<file path="config.mk">
export PLATFORM = sky130hd
export DESIGN_NAME = simple_adder_8bit
export DESIGN_NICKNAME = d
export VERILOG_FILES = /design/src/rtl/simple_adder_8bit.sv
export SDC_FILE = /design/constraint.sdc
export NUM_CORES = 1
export LEC_CHECK = 0
export ABC_AREA = 1
export CORE_MARGIN = 2
export CORE_UTILIZATION = 41
export DETAILED_ROUTE_END_ITERATION = 6
export GPL_TIMING_DRIVEN = 0
export PLACE_DENSITY = 0.8
export REMOVE_ABC_BUFFERS = 1
export SYNTH_ARGS = -nofsm -noshare
export SYNTH_HDL_FRONTEND = slang
export SYNTH_SLANG_ARGS = --single-unit
</file>
<file path="constraint.sdc">
create_clock -name clk -period 9.5 [get_ports clk]
set_clock_uncertainty 0.05 [all_clocks]
set_input_delay 1.425 -clock clk [delete_from_list [all_inputs] [get_ports clk]]
set_output_delay 1.425 -clock clk [all_outputs]
set_load 0.05 [all_outputs]
</file>
<file path="src/rtl/simple_adder_8bit.sv">
// simple_adder_8bit
//   Registered 8-bit adder with carry-in, carry-out, signed-overflow and zero
//   flags. Operands are taken when in_valid is high; the result and its flags
//   appear on the registered outputs with out_valid high for one cycle.
//   Outputs hold their last result while in_valid is low. There is no
//   backpressure.
//
//   Build option: SIMPLE_ADDER_8BIT_INREG_EN
//     undefined : one output register stage, latency 1
//     defined   : extra input register stage in front of the adder, latency 2
//
// Ports
//   clk        in   clock, rising edge
//   rst        in   synchronous active-high reset
//   in_valid   in   operands valid this cycle
//   a, b       in   operands (unsigned / two's complement)
//   cin        in   carry-in
//   out_valid  out  new result on the outputs this cycle
//   sum        out  (a + b + cin) mod 2^WIDTH
//   cout       out  carry out of the MSB
//   ovf        out  signed overflow
//   zero       out  sum == 0
module simple_adder_8bit #(
  parameter int WIDTH = 8
) (
  input  logic             clk,
  input  logic             rst,
  input  logic             in_valid,
  input  logic [WIDTH-1:0] a,
  input  logic [WIDTH-1:0] b,
  input  logic             cin,
  output logic             out_valid,
  output logic [WIDTH-1:0] sum,
  output logic             cout,
  output logic             ovf,
  output logic             zero
);

  logic             add_valid;
  logic [WIDTH-1:0] add_a;
  logic [WIDTH-1:0] add_b;
  logic             add_cin;

`ifdef SIMPLE_ADDER_8BIT_INREG_EN
  logic             valid_q;
  logic [WIDTH-1:0] a_q;
  logic [WIDTH-1:0] b_q;
  logic             cin_q;

  // Operands only load with a valid strobe so idle-cycle garbage never
  // enters the stage.
  always_ff @(posedge clk) begin
    if (rst) begin
      valid_q <= 1'b0;
      a_q     <= '0;
      b_q     <= '0;
      cin_q   <= 1'b0;
    end else begin
      valid_q <= in_valid;
      if (in_valid) begin
        a_q   <= a;
        b_q   <= b;
        cin_q <= cin;
      end
    end
  end

  assign add_valid = valid_q;
  assign add_a     = a_q;
  assign add_b     = b_q;
  assign add_cin   = cin_q;
`else
  assign add_valid = in_valid;
  assign add_a     = a;
  assign add_b     = b;
  assign add_cin   = cin;
`endif

  // Ripple-carry chain. carry_msb_in is the carry into the MSB; signed
  // overflow is that carry differing from the carry out of the MSB.
  logic [WIDTH-1:0] sum_c;
  logic             carry_msb_in;
  logic             carry_out;

  always_comb begin
    logic carry;
    sum_c        = '0;
    carry_msb_in = 1'b0;
    carry        = add_cin;
    for (int i = 0; i < WIDTH; i++) begin
      if (i == WIDTH - 1) begin
        carry_msb_in = carry;
      end
      sum_c[i] = add_a[i] ^ add_b[i] ^ carry;
      carry    = (add_a[i] & add_b[i]) | (carry & (add_a[i] ^ add_b[i]));
    end
    carry_out = carry;
  end

  // Result registers load only on a valid operation, so undefined operands
  // during idle cycles cannot reach the held outputs.
  always_ff @(posedge clk) begin
    if (rst) begin
      out_valid <= 1'b0;
      sum       <= '0;
      cout      <= 1'b0;
      ovf       <= 1'b0;
      zero      <= 1'b0;
    end else begin
      out_valid <= add_valid;
      if (add_valid) begin
        sum  <= sum_c;
        cout <= carry_out;
        ovf  <= carry_msb_in ^ carry_out;
        zero <= (sum_c == '0);
      end
    end
  end

endmodule

</file>
# [Word level (Yosys, flattened, before mapping)]
# Index checks and enable logic that the tools add are counted.
# W data, S select, Z words.
[totals] word_cells=47 ff_bits=12 out_inout_bits=12
[op_classes] n_reduce_logical=1 bitwise_logic=41
[ops] op="$xor A1 B1 Y1" count=17
[ops] op="$and A1 B1 Y1" count=16
[ops] op="$logic_not A8 Y1" count=1
[ops] op="$or A1 B1 Y1" count=8

# [Depth between registers and ports, before layout]
[logic_depth] word_depth=18 depth_mapped=17

# [Least setup slack after synthesis]
# OpenSTA, ideal clock, no wires.
[synth_path] kind="input-to-reg" start="in a[0]" end="reg zero" path_stages=17 path_buffers=0 path_slack_ns=4.823 t_arrival_ns=4.509 setup_time_ns=0.118 t_required_ns=9.332 path_cell_list="inv_1 > fa_1 > inv_1 > fa_1 > fa_1 > fa_1 > inv_1 > fa_1 > inv_1 > fa_1 > fa_1 > inv_1 > fa_1 > nand3_1 > nor2_1 > nand2_1 > a21oi_2"
[synth_between] elab_chain_cells=17 word_cells_on_any_way=25 classes_between="bitwise: 24; reduce/logical: 1"
[synth_rtl] element="from (decl)" line="29" source="input logic [WIDTH-1:0] a,"
[synth_rtl] element="$xor A1 B1 Y1" line="94, 95"
[synth_rtl] element="$and A1 B1 Y1" line="95" source="carry = (add_a[i] & add_b[i]) | (carry & (add_a[i] ^ add_b[i]));"
[synth_rtl] element="$or A1 B1 Y1" line="95"
[synth_rtl] element="$and A1 B1 Y1" line="95"
[synth_rtl] element="$or A1 B1 Y1" line="95"
[synth_rtl] element="$and A1 B1 Y1" line="95"
[synth_rtl] element="$or A1 B1 Y1" line="95"
[synth_rtl] element="$and A1 B1 Y1" line="95"
[synth_rtl] element="$or A1 B1 Y1" line="95"
[synth_rtl] element="$and A1 B1 Y1" line="95"
[synth_rtl] element="$or A1 B1 Y1" line="95"
[synth_rtl] element="$and A1 B1 Y1" line="95"
[synth_rtl] element="$or A1 B1 Y1" line="95"
[synth_rtl] element="$and A1 B1 Y1" line="95"
[synth_rtl] element="$or A1 B1 Y1" line="95"
[synth_rtl] element="$xor A1 B1 Y1" line="94" source="sum_c[i] = add_a[i] ^ add_b[i] ^ carry;"
[synth_rtl] element="$logic_not A8 Y1 *" line="115" source="zero <= (sum_c == '0);"
[synth_rtl] element="to (signal assigned)" line="115"
[synth_rtl] element="to (decl)" line="36" source="output logic zero"
# Mark *: on every way between the ends. The rest lies on a longest branch, timed or not.
# A chain may end at the register's enable or synchronous reset.

# [Final worst setup path]
[layout_path] start="in b[0]" end="reg zero"
[layout_between] elab_chain_cells=17 word_cells_on_any_way=25 classes_between="bitwise: 24; reduce/logical: 1"
[layout_rtl] element="from (decl)" line="30" source="input logic [WIDTH-1:0] b,"
[layout_rtl] element="$xor A1 B1 Y1" line="94, 95"
[layout_rtl] element="$and A1 B1 Y1" line="95"
[layout_rtl] element="$or A1 B1 Y1" line="95"
[layout_rtl] element="$and A1 B1 Y1" line="95"
[layout_rtl] element="$or A1 B1 Y1" line="95"
[layout_rtl] element="$and A1 B1 Y1" line="95"
[layout_rtl] element="$or A1 B1 Y1" line="95"
[layout_rtl] element="$and A1 B1 Y1" line="95"
[layout_rtl] element="$or A1 B1 Y1" line="95"
[layout_rtl] element="$and A1 B1 Y1" line="95"
[layout_rtl] element="$or A1 B1 Y1" line="95"
[layout_rtl] element="$and A1 B1 Y1" line="95"
[layout_rtl] element="$or A1 B1 Y1" line="95"
[layout_rtl] element="$and A1 B1 Y1" line="95"
[layout_rtl] element="$or A1 B1 Y1" line="95"
[layout_rtl] element="$xor A1 B1 Y1" line="94"
[layout_rtl] element="$logic_not A8 Y1 *" line="115"
# Marked as above.

==> flow_results.org <==
** Detailed routing
- Final routed DRC violation total :: 0
- In the final routed layout, each cell accounts on average for 10.16 um.
- The detailed router placed 562 vias in this run.
- Vias per cell :: 4.645
- Total routed wirelength :: 1229 um
- The first detailed-routing pass took 4 iterations.
- In this run, the number of DRC markers left after iteration 0 of detailed routing was 7.
- The detail route stage leaves a number of antenna-violating nets equal to 0.

** Global routing
- In the global route stage, met2 resource usage came out at 25.29%.
- Met3 Resource Use GR :: 2.500%
- Global routing consumed, over all layers together, 15.69% of the routing resources.
- Via count of the first global-routing pass :: 494
- Global-route met1 utilization :: 18.95%
- The global routing stage identified its most utilized layer as met2.
- Entering global routing, the biggest net connects 21 pins.
- Wire length of the first global-routing pass :: 2159 um
- For this run the aggregate overflow at the end of global routing stands at 0.
- The number of antenna violations at the first check in global routing was 0.

** Layout
- Fill cells in the final layout number 117.
- Most common cell after layout, fill and taps aside :: clkdlybuf4s50_1
- Total inserted antenna cells :: 0
- From synthesis to final layout, the design area changed by 53.55%.
- Ratio of cells with drive above 1 in the final layout :: 4.762%
- Registers take 240.2 um2.
- Area taken by multi-input logic gates :: 326.6 um2
- Nets :: 134
- Commonest cells after routing, fill and taps aside :: 31 x clkdlybuf4s50_1, 18 x inv_1, 14 x nor2_1
- Utilization of the core after routing :: 66.45%

** Clock tree
- Post-CTS Setup Inserts :: 0
- After clock tree synthesis, the clock-pin slew on the worst setup and hold paths is 0.08 ns.
- CTS built an H-tree with a depth of 1.
- Clock buffers created by TritonCTS :: 3
- TritonCTS built the clock tree.
- Post-CTS repair changed the size of 0 cells.
- Clock root buffer :: clkbuf_4
- The tree built by TritonCTS fans out to 12 sinks.
- The clock reaches the later pin of the worst-skew pair after 0.27 ns.
- In this run, post-CTS hold repair placed 0 buffers.
- In this run the deepest clock path goes through 2 buffers.

** Placement
- The congestion estimate from routability-driven global placement came to 0.6987.
- Detailed placement finished with a half-perimeter wire length of 1030 um.
- Count of input and output buffers :: 31
- Setup Slack @ Placement :: 4.237 ns

** Flow run
- Count of max-cap constraint violations :: 0

** Yosys
- Cell area after synthesis :: 651.9 um2
- Post-synthesis cell type count :: 13
- Synthesized instance count :: 73
- Number of flip-flops and latches in the synthesized netlist :: 12
- Summing the sequential cell areas from Yosys gives 36.85% of the chip area.
- Average cell area after synthesis :: 8.930 um2
- For this run, the number of Yosys warnings is 0.

** STA
- Post-layout min period :: 4.950 ns
- Relative slew slack :: 58.31%
- RSZ-0062 raised after global routing :: no
- Final setup violating endpoints :: 0
- Total negative slack for setup checks :: 0 ns
- Slew at the pin closest to its max-slew limit :: 0.6234 ns
- The worst path meets setup with 4.550 ns of slack.
- The final hold violation count came to 0.
- Hold Slack :: 0.4281 ns
- Final clock period utilization by the worst path :: 52.11%
- The final-report max-slew violation count was 0.
- Highest clock frequency the design can meet :: 202.0 MHz

** Floorplan
- Top Ports :: 32
- Once the floorplan was initialized, standard cells occupied 43.27% of the core.
- The floorplan step set the die height to 43.88 um.
- The die is 43.88 um wide.
- Core region area :: 1506 um2
- Row count :: 14
- The die covers 1925 um2.

** Setup path
- STA classifies the critical path endpoint as a flip-flop.
- Endpoint required time on the critical path :: 9.60 ns
- Launching element of the worst setup path :: b[0]
- Maximum fanout encountered on the critical timing path :: 2
- The worst register-to-register path begins at sum[5].
- Critical path startpoint category :: input pin
- Type of the setup path with the least slack :: input pin to flip-flop
- Arrival time reported for the critical path endpoint :: 5.06 ns

** Power and ir drop
- For this design the ratio of total power to cell area is 150.9 nW/um2.
- Summed over all cells, the static leakage comes to 0.4413 nW.
- Peak supply drop :: 0.00005497 V
- Power comes to 0.0001511 W.

** Worst hold path
- Class of the worst hold path :: flip-flop to flip-flop
- The startpoint identified for the worst hold timing path is sum[0].

** Outcome
- Outcome :: finished clean
[kinds of logic after synthesis]
family	share of synthesized area (%)
buffers and inverters	13.05
AND/OR/NAND/NOR	12.86
AO/OA/AOI/OAI	11.32
adder cells (fa/ha/maj)	24.57
XOR/XNOR	1.344
flip-flops	36.85
[final cells by class]
type                       count  share of cell area, %
timing repair buffer          31                  31.00
tap                           16                  2.000
multi-input combinational     40                  32.62
clock buffer                   4                  3.625
inverter                      18                  6.750
sequential                    12                  24.00
[flip-flops by register name, summed over array words and instances, names as in the netlist]
name,count
out_valid,1
sum,8
ovf,1
cout,1
zero,1
[metal layers]
| metal | vias to the layer above | part of all wire [%] |
|---|---|---|
| li1 | 284 | - |
| met1 | 247 | 41 |
| met2 | 27 | 48 |
| met3 | 4 | 7.5 |
| met4 | 0 | 3.2 |
| met5 | - | 0 |
[per-stage QoR]
step                instance area, um2  instances
floorplan                        634.4         70
global placement                 964.7        117
detailed placement               964.7        117
CTS                               1001        121
global route                      1001        121
finish                            1001        121
[worst paths after layout]
check,to,slack (ns),cells past startpoint
worst min-delay path,sum[0],0.43,2
worst max-delay path,zero,4.55,18
worst max register to register,sum[5],8.75,2
worst min register to register,sum[0],0.43,2
[where the power goes]
group | leakage, nW | switching (W) | internal, W
clock | 0.0210 | 0.0000179 | 0.0000233
sequential | 0.0996 | 0.00000223 | 0.0000546
combinational | 0.321 | 0.0000306 | 0.0000224
total | 0.441 | 0.0000508 | 0.000100
[cell usage after synthesis]
| cell type | number | area [um2] |
|---|---|---|
| a211oi_1 | 8 | 60.06 |
| a21oi_2 | 1 | 8.760 |
| buf_2 | 2 | 10.01 |
| buf_4 | 1 | 7.510 |
| dfxtp_1 | 12 | 240.2 |
| fa_1 | 8 | 160.2 |
| inv_1 | 18 | 67.56 |
| nand2_1 | 5 | 18.77 |
| nand3_1 | 1 | 5.000 |
| nor2_1 | 14 | 52.55 |
| nor3b_1 | 1 | 7.510 |
| o21ai_1 | 1 | 5.000 |
| xnor2_1 | 1 | 8.760 |
[critical path, cell delays in order]
cell	delay [ns]
clkdlybuf4s50_1	0.40
inv_1	0.08
fa_1	0.16
inv_1	0.05
fa_1	0.37
fa_1	0.38
fa_1	0.36
inv_1	0.07
fa_1	0.15
inv_1	0.05
fa_1	0.37
fa_1	0.42
inv_1	0.09
fa_1	0.44
nand3_1	0.09
nor2_1	0.04
nand2_1	0.06
a21oi_2	0.05
(Power assumes the default switching activity.)
